## src/rtl/mdu_pkg.sv

```systemverilog
// rtl/mdu_pkg.sv - shared types and constants for the RV32M multiply/divide unit
package mdu_pkg;

  localparam int XLEN        = 32;
  localparam int MDU_LATENCY = 32;

  typedef enum logic [2:0] {
    MUL_F3    = 3'b000,
    MULH_F3   = 3'b001,
    MULHSU_F3 = 3'b010,
    MULHU_F3  = 3'b011,
    DIV_F3    = 3'b100,
    DIVU_F3   = 3'b101,
    REM_F3    = 3'b110,
    REMU_F3   = 3'b111
  } funct3_e;

  typedef enum logic [1:0] {
    IDLE = 2'd0,
    CALC = 2'd1,
    DONE = 2'd2
  } state_e;

  function automatic logic [XLEN-1:0] negate_if(input logic neg, input logic [XLEN-1:0] v);
    return neg ? (~v + 1'b1) : v;
  endfunction

endpackage

```

## src/rtl/mul_div_unit.sv

```systemverilog
// rtl/mul_div_unit.sv - iterative RV32M multiply/divide, fixed 32-cycle latency
module mul_div_unit
  import mdu_pkg::*;
#(
  parameter int WIDTH = XLEN
) (
  input  logic             Clk,
  input  logic             Rst_n,
  input  logic             Start,
  input  logic [2:0]       Funct3,
  input  logic [WIDTH-1:0] RuRs1,
  input  logic [WIDTH-1:0] RuRs2,
  output logic             Busy,
  output logic             Done,
  output logic [WIDTH-1:0] Result
);

  localparam int W = WIDTH;
  localparam logic [W-1:0] SMIN = {1'b1, {(W-1){1'b0}}};

  state_e           state_q, state_d;
  logic [5:0]       cnt_q, cnt_d;
  funct3_e          f3_q, f3_d;
  logic [W-1:0]     a_q, a_d, b_q, b_d;
  logic [2*W-1:0]   acc_q, acc_d;
  logic [W:0]       rem_q, rem_d;
  logic             neg_res_q, neg_res_d, neg_rem_q, neg_rem_d;
  logic             div0_q, div0_d, ovf_q, ovf_d;
  logic [W-1:0]     result_q, result_d;

  logic             accept, is_div_in, a_signed_in, b_signed_in, a_neg_in, b_neg_in;
  logic [W-1:0]     a_mag_in, b_mag_in;
  logic             is_div_q, last_iter;
  logic [W:0]       mul_sum, rem_shift, rem_nxt;
  logic             div_ge;
  logic [2*W-1:0]   mul_acc_nxt, div_acc_nxt, prod;
  logic [W-1:0]     mul_res, quo_res, rem_res, final_res;

  assign accept      = Start && (state_q != CALC);
  assign is_div_in   = Funct3[2];
  assign a_signed_in = (Funct3 == MULH_F3) || (Funct3 == MULHSU_F3) ||
                       (Funct3 == DIV_F3)  || (Funct3 == REM_F3);
  assign b_signed_in = (Funct3 == MULH_F3) || (Funct3 == DIV_F3) || (Funct3 == REM_F3);
  assign a_neg_in    = a_signed_in && RuRs1[W-1];
  assign b_neg_in    = b_signed_in && RuRs2[W-1];
  assign a_mag_in    = negate_if(a_neg_in, RuRs1);
  assign b_mag_in    = negate_if(b_neg_in, RuRs2);

  // Multiply: upper half accumulates, multiplier bits drain out of the lower half.
  assign mul_sum     = {1'b0, acc_q[2*W-1:W]} + (acc_q[0] ? {1'b0, a_q} : {(W+1){1'b0}});
  assign mul_acc_nxt = {mul_sum, acc_q[W-1:1]};

  // Divide: dividend shifts out of acc low half while quotient bits shift in.
  assign rem_shift   = {rem_q[W-1:0], acc_q[W-1]};
  assign div_ge      = rem_shift >= {1'b0, b_q};
  assign rem_nxt     = div_ge ? (rem_shift - {1'b0, b_q}) : rem_shift;
  assign div_acc_nxt = {acc_q[2*W-1:W], acc_q[W-2:0], div_ge};

  assign is_div_q    = f3_q[2];
  assign last_iter   = (state_q == CALC) && (cnt_q == 6'(MDU_LATENCY - 1));

  assign prod        = neg_res_q ? (~mul_acc_nxt + 1'b1) : mul_acc_nxt;
  assign mul_res     = (f3_q == MUL_F3) ? prod[W-1:0] : prod[2*W-1:W];
  assign quo_res     = div0_q ? {W{1'b1}} :
                       ovf_q  ? SMIN      : negate_if(neg_res_q, div_acc_nxt[W-1:0]);
  assign rem_res     = div0_q ? negate_if(neg_rem_q, a_q) :
                       ovf_q  ? {W{1'b0}} : negate_if(neg_rem_q, rem_nxt[W-1:0]);
  assign final_res   = !is_div_q ? mul_res : (f3_q[1] ? rem_res : quo_res);

  always_comb begin
    state_d   = state_q;
    cnt_d     = cnt_q;
    f3_d      = f3_q;
    a_d       = a_q;
    b_d       = b_q;
    acc_d     = acc_q;
    rem_d     = rem_q;
    neg_res_d = neg_res_q;
    neg_rem_d = neg_rem_q;
    div0_d    = div0_q;
    ovf_d     = ovf_q;
    result_d  = result_q;

    case (state_q)
      CALC: begin
        cnt_d = cnt_q + 6'd1;
        acc_d = is_div_q ? div_acc_nxt : mul_acc_nxt;
        if (is_div_q) rem_d = rem_nxt;
        if (last_iter) begin
          state_d  = DONE;
          result_d = final_res;
        end
      end
      DONE:    state_d = IDLE;
      default: state_d = IDLE;
    endcase

    if (accept) begin
      state_d   = CALC;
      cnt_d     = 6'd0;
      f3_d      = funct3_e'(Funct3);
      a_d       = a_mag_in;
      b_d       = b_mag_in;
      acc_d     = {{W{1'b0}}, (is_div_in ? a_mag_in : b_mag_in)};
      rem_d     = {(W+1){1'b0}};
      neg_res_d = a_neg_in ^ b_neg_in;
      neg_rem_d = a_neg_in;
      div0_d    = is_div_in && (RuRs2 == {W{1'b0}});
      ovf_d     = ((Funct3 == DIV_F3) || (Funct3 == REM_F3)) &&
                  (RuRs1 == SMIN) && (RuRs2 == {W{1'b1}});
    end
  end

  always_ff @(posedge Clk or negedge Rst_n) begin
    if (!Rst_n) begin
      state_q   <= IDLE;
      cnt_q     <= 6'd0;
      f3_q      <= MUL_F3;
      a_q       <= '0;
      b_q       <= '0;
      acc_q     <= '0;
      rem_q     <= '0;
      neg_res_q <= 1'b0;
      neg_rem_q <= 1'b0;
      div0_q    <= 1'b0;
      ovf_q     <= 1'b0;
      result_q  <= '0;
    end else begin
      state_q   <= state_d;
      cnt_q     <= cnt_d;
      f3_q      <= f3_d;
      a_q       <= a_d;
      b_q       <= b_d;
      acc_q     <= acc_d;
      rem_q     <= rem_d;
      neg_res_q <= neg_res_d;
      neg_rem_q <= neg_rem_d;
      div0_q    <= div0_d;
      ovf_q     <= ovf_d;
      result_q  <= result_d;
    end
  end

  assign Busy   = (state_q == CALC);
  assign Done   = (state_q == DONE);
  assign Result = result_q;

endmodule

```

## config.mk

```make
export PLATFORM = sky130hd
export DESIGN_NAME = mul_div_unit
export DESIGN_NICKNAME = d
export VERILOG_FILES = /design/src/rtl/mdu_pkg.sv /design/src/rtl/mul_div_unit.sv
export SDC_FILE = /design/constraint.sdc
export NUM_CORES = 1
export LEC_CHECK = 0
export CORE_ASPECT_RATIO = 1.75
export CORE_MARGIN = 2
export CORE_UTILIZATION = 45
export DETAILED_ROUTE_END_ITERATION = 10
export PLACE_DENSITY_LB_ADDON = 0.05
export SETUP_SLACK_MARGIN = 0.2
export SLEW_MARGIN = 0
export SYNTH_ARGS = -nofsm -noshare
export SYNTH_HDL_FRONTEND = slang
export SYNTH_SLANG_ARGS = --single-unit
```

## constraint.sdc

```tcl
create_clock -name Clk -period 5.9 [get_ports Clk]
set_clock_uncertainty 0.1 [all_clocks]
set_input_delay 1.18 -clock Clk [delete_from_list [all_inputs] [get_ports Clk]]
set_output_delay 1.18 -clock Clk [all_outputs]
set_load 0.01 [all_outputs]
```

==> results.tsv, run 1 <==
metric	value	unit
coreArea	0.04309	sq mm
finalCriticalPeriod	5.279	ns
start_kind	register	
synthCells	2560	
htreeDepth	1	
nFillCells	4296	
rsz0062_at_grt	no	
multi_input_area	0.01344	sq mm
worstSkewPairLatency	0.56	ns
dp_hpwl	64940	um
fmax	0.1894	GHz
arrival	5.60	ns
ys_seq_elements	207	
routabilityCongestion	1.001	
worst_pin_slew	1.194	ns
areaGrowthSynthToFinish	12.10	%
fin_tns_setup	0	ns
yosysTopAreaCellShare	0.2650	
synthesis.nets	2704	
finalMaxSlewViolations	0	
slew_headroom	0.2023	
tritoncts.num_buffers	24	
gr-total-overflow	0	
met2_usage	0.6302	
min_path_cells	2	
ios	104	
drt_iter0_markers	1626	
holdPathEnd	Result[5]	
die-width	161.5	um
synth_flop_cell	dfrtp_1	
min_from	Result[5]	
fin_nets	2711	
via_per_inst	6.273	
period_share	0.8948	
dr.pass1.iters	6	
synthArstFlopShare	1.000	
r2r_end	Result[10]	
ys_warn_count	0	
start_util	0.4536	
num_rows	101	
cts_sinks	207	
grt_busiest_layer	met2	
grt_util_all_layers	0.3572	
crit_start	rem_q[12]	
r2r-start	rem_q[12]	
antenna_found_initial	2	
synth_largest_area_cell	dfrtp_1	
hold_path.class	register to register	
io_buffers	103	
yosysUniqueCellTypes	89	
seqCellArea	0.005185	sq mm
ys_seq_area_frac	0.2650	
status	finished clean	
grt.met1_usage	0.3828	
met3_usage	0.03376	
layout-drive-gt1-share	0.05224	
reg2reg_depth	20	
clockBufferDepth	3	
dieHeight	279.7	um
netlist_area	0.01955	sq mm
postCtsSetupBuffers	0	
whs	0.3800	ns
hold_viol	0	
post_drt_wl_per_cell	25.98	um
dieArea	0.04518	sq mm
synthTopCellsByArea	dfrtp_1, o21ai_0, nand2_1, xnor2_1, xor2_1	
maxCapViolCount	0	
syn_avg_cell_area	7.635	sq um
synth_edf_count	0	
worstSetupEndpointType	register	
critPathMaxFanout	15	
cts_tree	done	
cp.required	6.22	ns
critical_path_class	register to register	
root_buffer	clkbuf_16	
grt_pass1_vias	19074	
grt_pass1_wl	121400	um
totalWireLength	81860	um
worst-r2r-setup-slack	0.62	ns
finalSetupViolations	0	
clk_pin_slew	0.06	ns
drtAntennaViolNets	0	
post-route-drc-count	0	
vias	19766	
grt_max_degree	123	
==> final cells by class <==
class | instances | area share
Antenna cell | 1 | 0.0001142
Clock buffer | 36 | 0.03226
Clock inverter | 7 | 0.006396
Inverter | 76 | 0.01302
Multi-Input combinational cell | 2099 | 0.6132
Sequential cell | 207 | 0.2366
Tap cell | 566 | 0.03232
Timing Repair Buffer | 159 | 0.06601
==> kinds of logic after synthesis <==
group / after synthesis / share of synthesized area
simple gates: 892 / 0.2224
compound gates: 806 / 0.2623
buf+inv: 254 / 0.04974
xor+xnor: 239 / 0.1071
flops: 207 / 0.2650
mux: 88 / 0.04526
fa+ha+maj: 74 / 0.04814
==> cell usage after synthesis, types with 50 or more instances <==
cell type / n
nand2_1: 339
o21ai_0: 273
dfrtp_1: 207
clkbuf_1: 156
nor2_1: 150
a21oi_1: 147
xnor2_1: 135
xor2_1: 104
mux2i_1: 85
ha_1: 72
inv_1: 72
nor3_1: 58
nand3_1: 51
and2_1: 50
==> registers in the layout, indices dropped and copies added (netlist names), 2 cells and up <==
signal and cells:
Result 32, acc_q 64, rem_q 32, a_q 32, state_q 2, cnt_q 6
f3_q 3, b_q 32
==> worst max-delay path, cell delays in order (launching register included) <==
cell	delay (ns)
dfrtp_1	0.45
ha_1	0.50
nand4_1	0.32
nor3b_1	0.33
a21boi_1	0.35
o311ai_2	0.21
nand2_1	0.24
buf_4	0.27
nor2_1	0.06
a21oi_1	0.25
inv_1	0.12
ha_1	0.22
and2_1	0.15
mux2i_1	0.17
buf_4	0.18
o21ai_0	0.10
xor2_1	0.22
a221o_1	0.40
a31oi_1	0.24
buf_4	0.19
o21ai_0	0.07
==> worst max-delay path by stage <==
| stage | end | depth (start not counted) |
|---|---|---|
| floorplan | Result[28] | 23 |
| global placement | Result[30] | 21 |
| detailed placement | Result[30] | 21 |
| CTS | Result[30] | 21 |
| global route | Result[30] | 21 |
| finish | Result[10] | 20 |
==> timing repair <==
action / CTS / global route
hold buffers: 0 / 0
endpoints found under the setup margin: 0 / 2
resized for setup: 0 / 3
==> cells in the final DEF (no fill, tap or decap), drive strengths merged, types with 11 or more instances in the layout <==
cell,count
nand2,339
o21ai,289
dfrtp,207
nor2,150
a21oi,147
xnor2,135
xor2,104
clkdlybuf4s50,100
mux2i,85
inv,73
ha,72
buf,59
nor3,58
nand3,51
and2,50
a211oi,47
o31ai,46
or3,43
a31oi,41
nor2b,40
clkbuf,36
o211ai,34
nand4,33
a21o,33
nand2b,32
nor4,29
a22o,28
o21a,19
o41ai,16
and3,16
a221o,15
or4,12
a311oi,11
or2,11
==> metrics by stage <==
| step | cells | setup WS [ns] | util | cell area [sq um] |
|---|---|---|---|---|
| after floorplan | 2560 | 0.2950 | - | 19550 |
| after global placement | 3107 | 0.6614 | 0.4884 | 21050 |
| after detailed placement | 3107 | 0.5109 | 0.4884 | 21050 |
| after CTS | 3150 | 0.4819 | 0.5081 | 21890 |
| after global routing | 3150 | 0.2147 | 0.5084 | 21910 |
| final | 3151 | 0.6209 | 0.5085 | 21910 |
==> metal layers <==
metal / share of wire / wire length (um) / vias up
met5: 0.00034 / 28 / -
met4: 0.10 / 8171 / 4
met3: 0.043 / 3520 / 252
met2: 0.50 / 41310 / 731
met1: 0.35 / 28830 / 9514
li1: - / - / 9265
Power of run 1 is not shown: default switching activity piles up to over one toggle a cycle in this logic, so the estimate is an artifact.
==> run 2: changes to the inputs <==
Settings changed: CORE_MARGIN 2 to 3.
==> run 2 against run 1 <==
Sequential share of layout area about the same. Critical path depth decreased by 1. Flip-flop and latch count did not move. Cell count about the same. Worst hold slack better by 0.00067 ns. Die area up 2.0%. Core utilization is 0.30 points higher. Wire length is 1.0% lower. Design area decreased by 0.11%. Fmax shrank 3.4%. Register-to-register slack worse by 0.19 ns.
==> results.tsv, run 2 (synthesis results as in run 1) <==
metric	value	unit
status	finished clean	
rsz0062_at_grt	no	
tritoncts.num_buffers	23	
met2_usage	0.6155	
totalWireLength	81040	um
post-route-drc-count	0	
slowest_stage	nor4_1	
grt_pass1_wl	119900	um
maxCapViolCount	0	
via_per_inst	6.268	
largest_reg_flops	64	
worst_pin_slew	1.166	ns
cts_tree	done	
start_kind	register	
dieHeight	281.7	um
finalSetupViolations	0	
antenna_found_initial	1	
grt_max_degree	120	
fin_nets	2716	
drt_iter0_markers	1416	
post_drt_wl_per_cell	25.74	um
dieArea	0.04607	sq mm
io_buffers	103	
slew_headroom	0.2227	
grt.met1_usage	0.3716	
root_buffer	clkbuf_16	
routabilityCongestion	0.9665	
path_cells	ha_1 > nand4_1 > nor4_1 > a22oi_1 > a21o_1 > nand2_1 > inv_2 > mux2i_1 > ha_1 > nand2_1 > nor3_1 > mux2i_1 > or3_1 > nor4_2 > buf_4 > nand4_1 > mux2_1 > o221ai_1 > o21a_1	
layout-drive-gt1-share	0.05298	
grt_pass1_vias	19236	
dp_hpwl	64440	um
num_rows	100	
layout_setup_ws	0.4349	ns
clk_pin_slew	0.06	ns
worstSetupEndpointType	register	
drtAntennaViolNets	0	
postCtsSetupBuffers	0	
grt_busiest_layer	met2	
critPathMaxFanout	10	
grt_util_all_layers	0.3445	
vias	19731	
coreArea	0.04279	sq mm
pre_cts_ws	0.4550	ns
period_share	0.9263	
layout_commonest_cell	nand2_1	
finalCriticalPeriod	5.465	ns
cts_sinks	207	
clockBufferDepth	3	
met3_usage	0.02852	
finalMaxSlewViolations	0	
start_util	0.4568	
fin_tns_setup	0	ns
crit_family	simple AND/OR/NAND/NOR gates	
gr-total-overflow	0	
critPathBufInv	2	
dr.pass1.iters	5	
max_flop_register	acc_q	
ios	104	
critical_path_class	register to register	
final_cell_mix	nand2_1, o21ai_0, dfrtp_1	
areaGrowthSynthToFinish	11.98	%
worstSkewPairLatency	0.54	ns
cp.required	6.28	ns
die-width	163.5	um
fmax	0.1830	GHz
hold_viol	0	
slowest_delay	0.74	ns
arrival	5.84	ns
hold_path.class	register to register	
htreeDepth	1	
-- run 2: final cells by class --
type	instances	area (sq um)
multi-input combinational	2099	13420
antenna	1	2.502
fill	4274	20900
clock buffer	31	645.6
timing repair buffer	165	1503
tap	561	701.9
sequential	207	5185
inverter	76	285.3
clock inverter	8	145.1
-- run 2: worst reg2reg max path, delay by kind of cell, from the launching register on --
family,cells,cell delay [ns]
buf+inv,2,0.26
mux,3,0.71
simple gates,8,2.44
fa+ha+maj,2,0.67
compound gates,4,0.83
flops,1,0.40
-- run 2: final timing paths --
kind | startpoint | cells after the start | slack [ns] | endpoint
setup / recovery | rem_q[25] | 19 | 0.43 | Result[30]
hold / removal | Result[11] | 2 | 0.38 | Result[11]
setup reg to reg | rem_q[25] | 19 | 0.43 | Result[30]
hold reg to reg | Result[11] | 2 | 0.38 | Result[11]
max in group asynchronous | Rst_n | 2 | 3.99 | acc_q[29]
min in group asynchronous | Rst_n | 1 | 0.58 | cnt_q[0]
-- run 2: through the flow --
stage                     instances  hold slack (ns)  area, sq um  utilization
after global placement         3108           0.3637        21090       0.4928
after detailed placement       3108           0.3698        21090       0.4928
after floorplan                2560           0.3463        19550            -
final                          3148           0.3807        21890       0.5115
after CTS                      3147           0.3836        21880       0.5113
after global routing           3147           0.4009        21880       0.5114
-- run 2: timing repair --
action | CTS | global route
endpoints found under the hold margin | 0 | 0
resized for setup | 0 | 1
endpoints found under the setup margin | 0 | 1
hold buffers | 0 | 0
-- run 2: metal layers --
| layer | vias to the layer above | routed length [um] |
|---|---|---|
| met5 | - | 11 |
| met2 | 674 | 40880 |
| met1 | 9552 | 28990 |
| met4 | 2 | 7803 |
| met3 | 223 | 3353 |
| li1 | 9280 | - |
Power of run 2 is left out for the same reason.
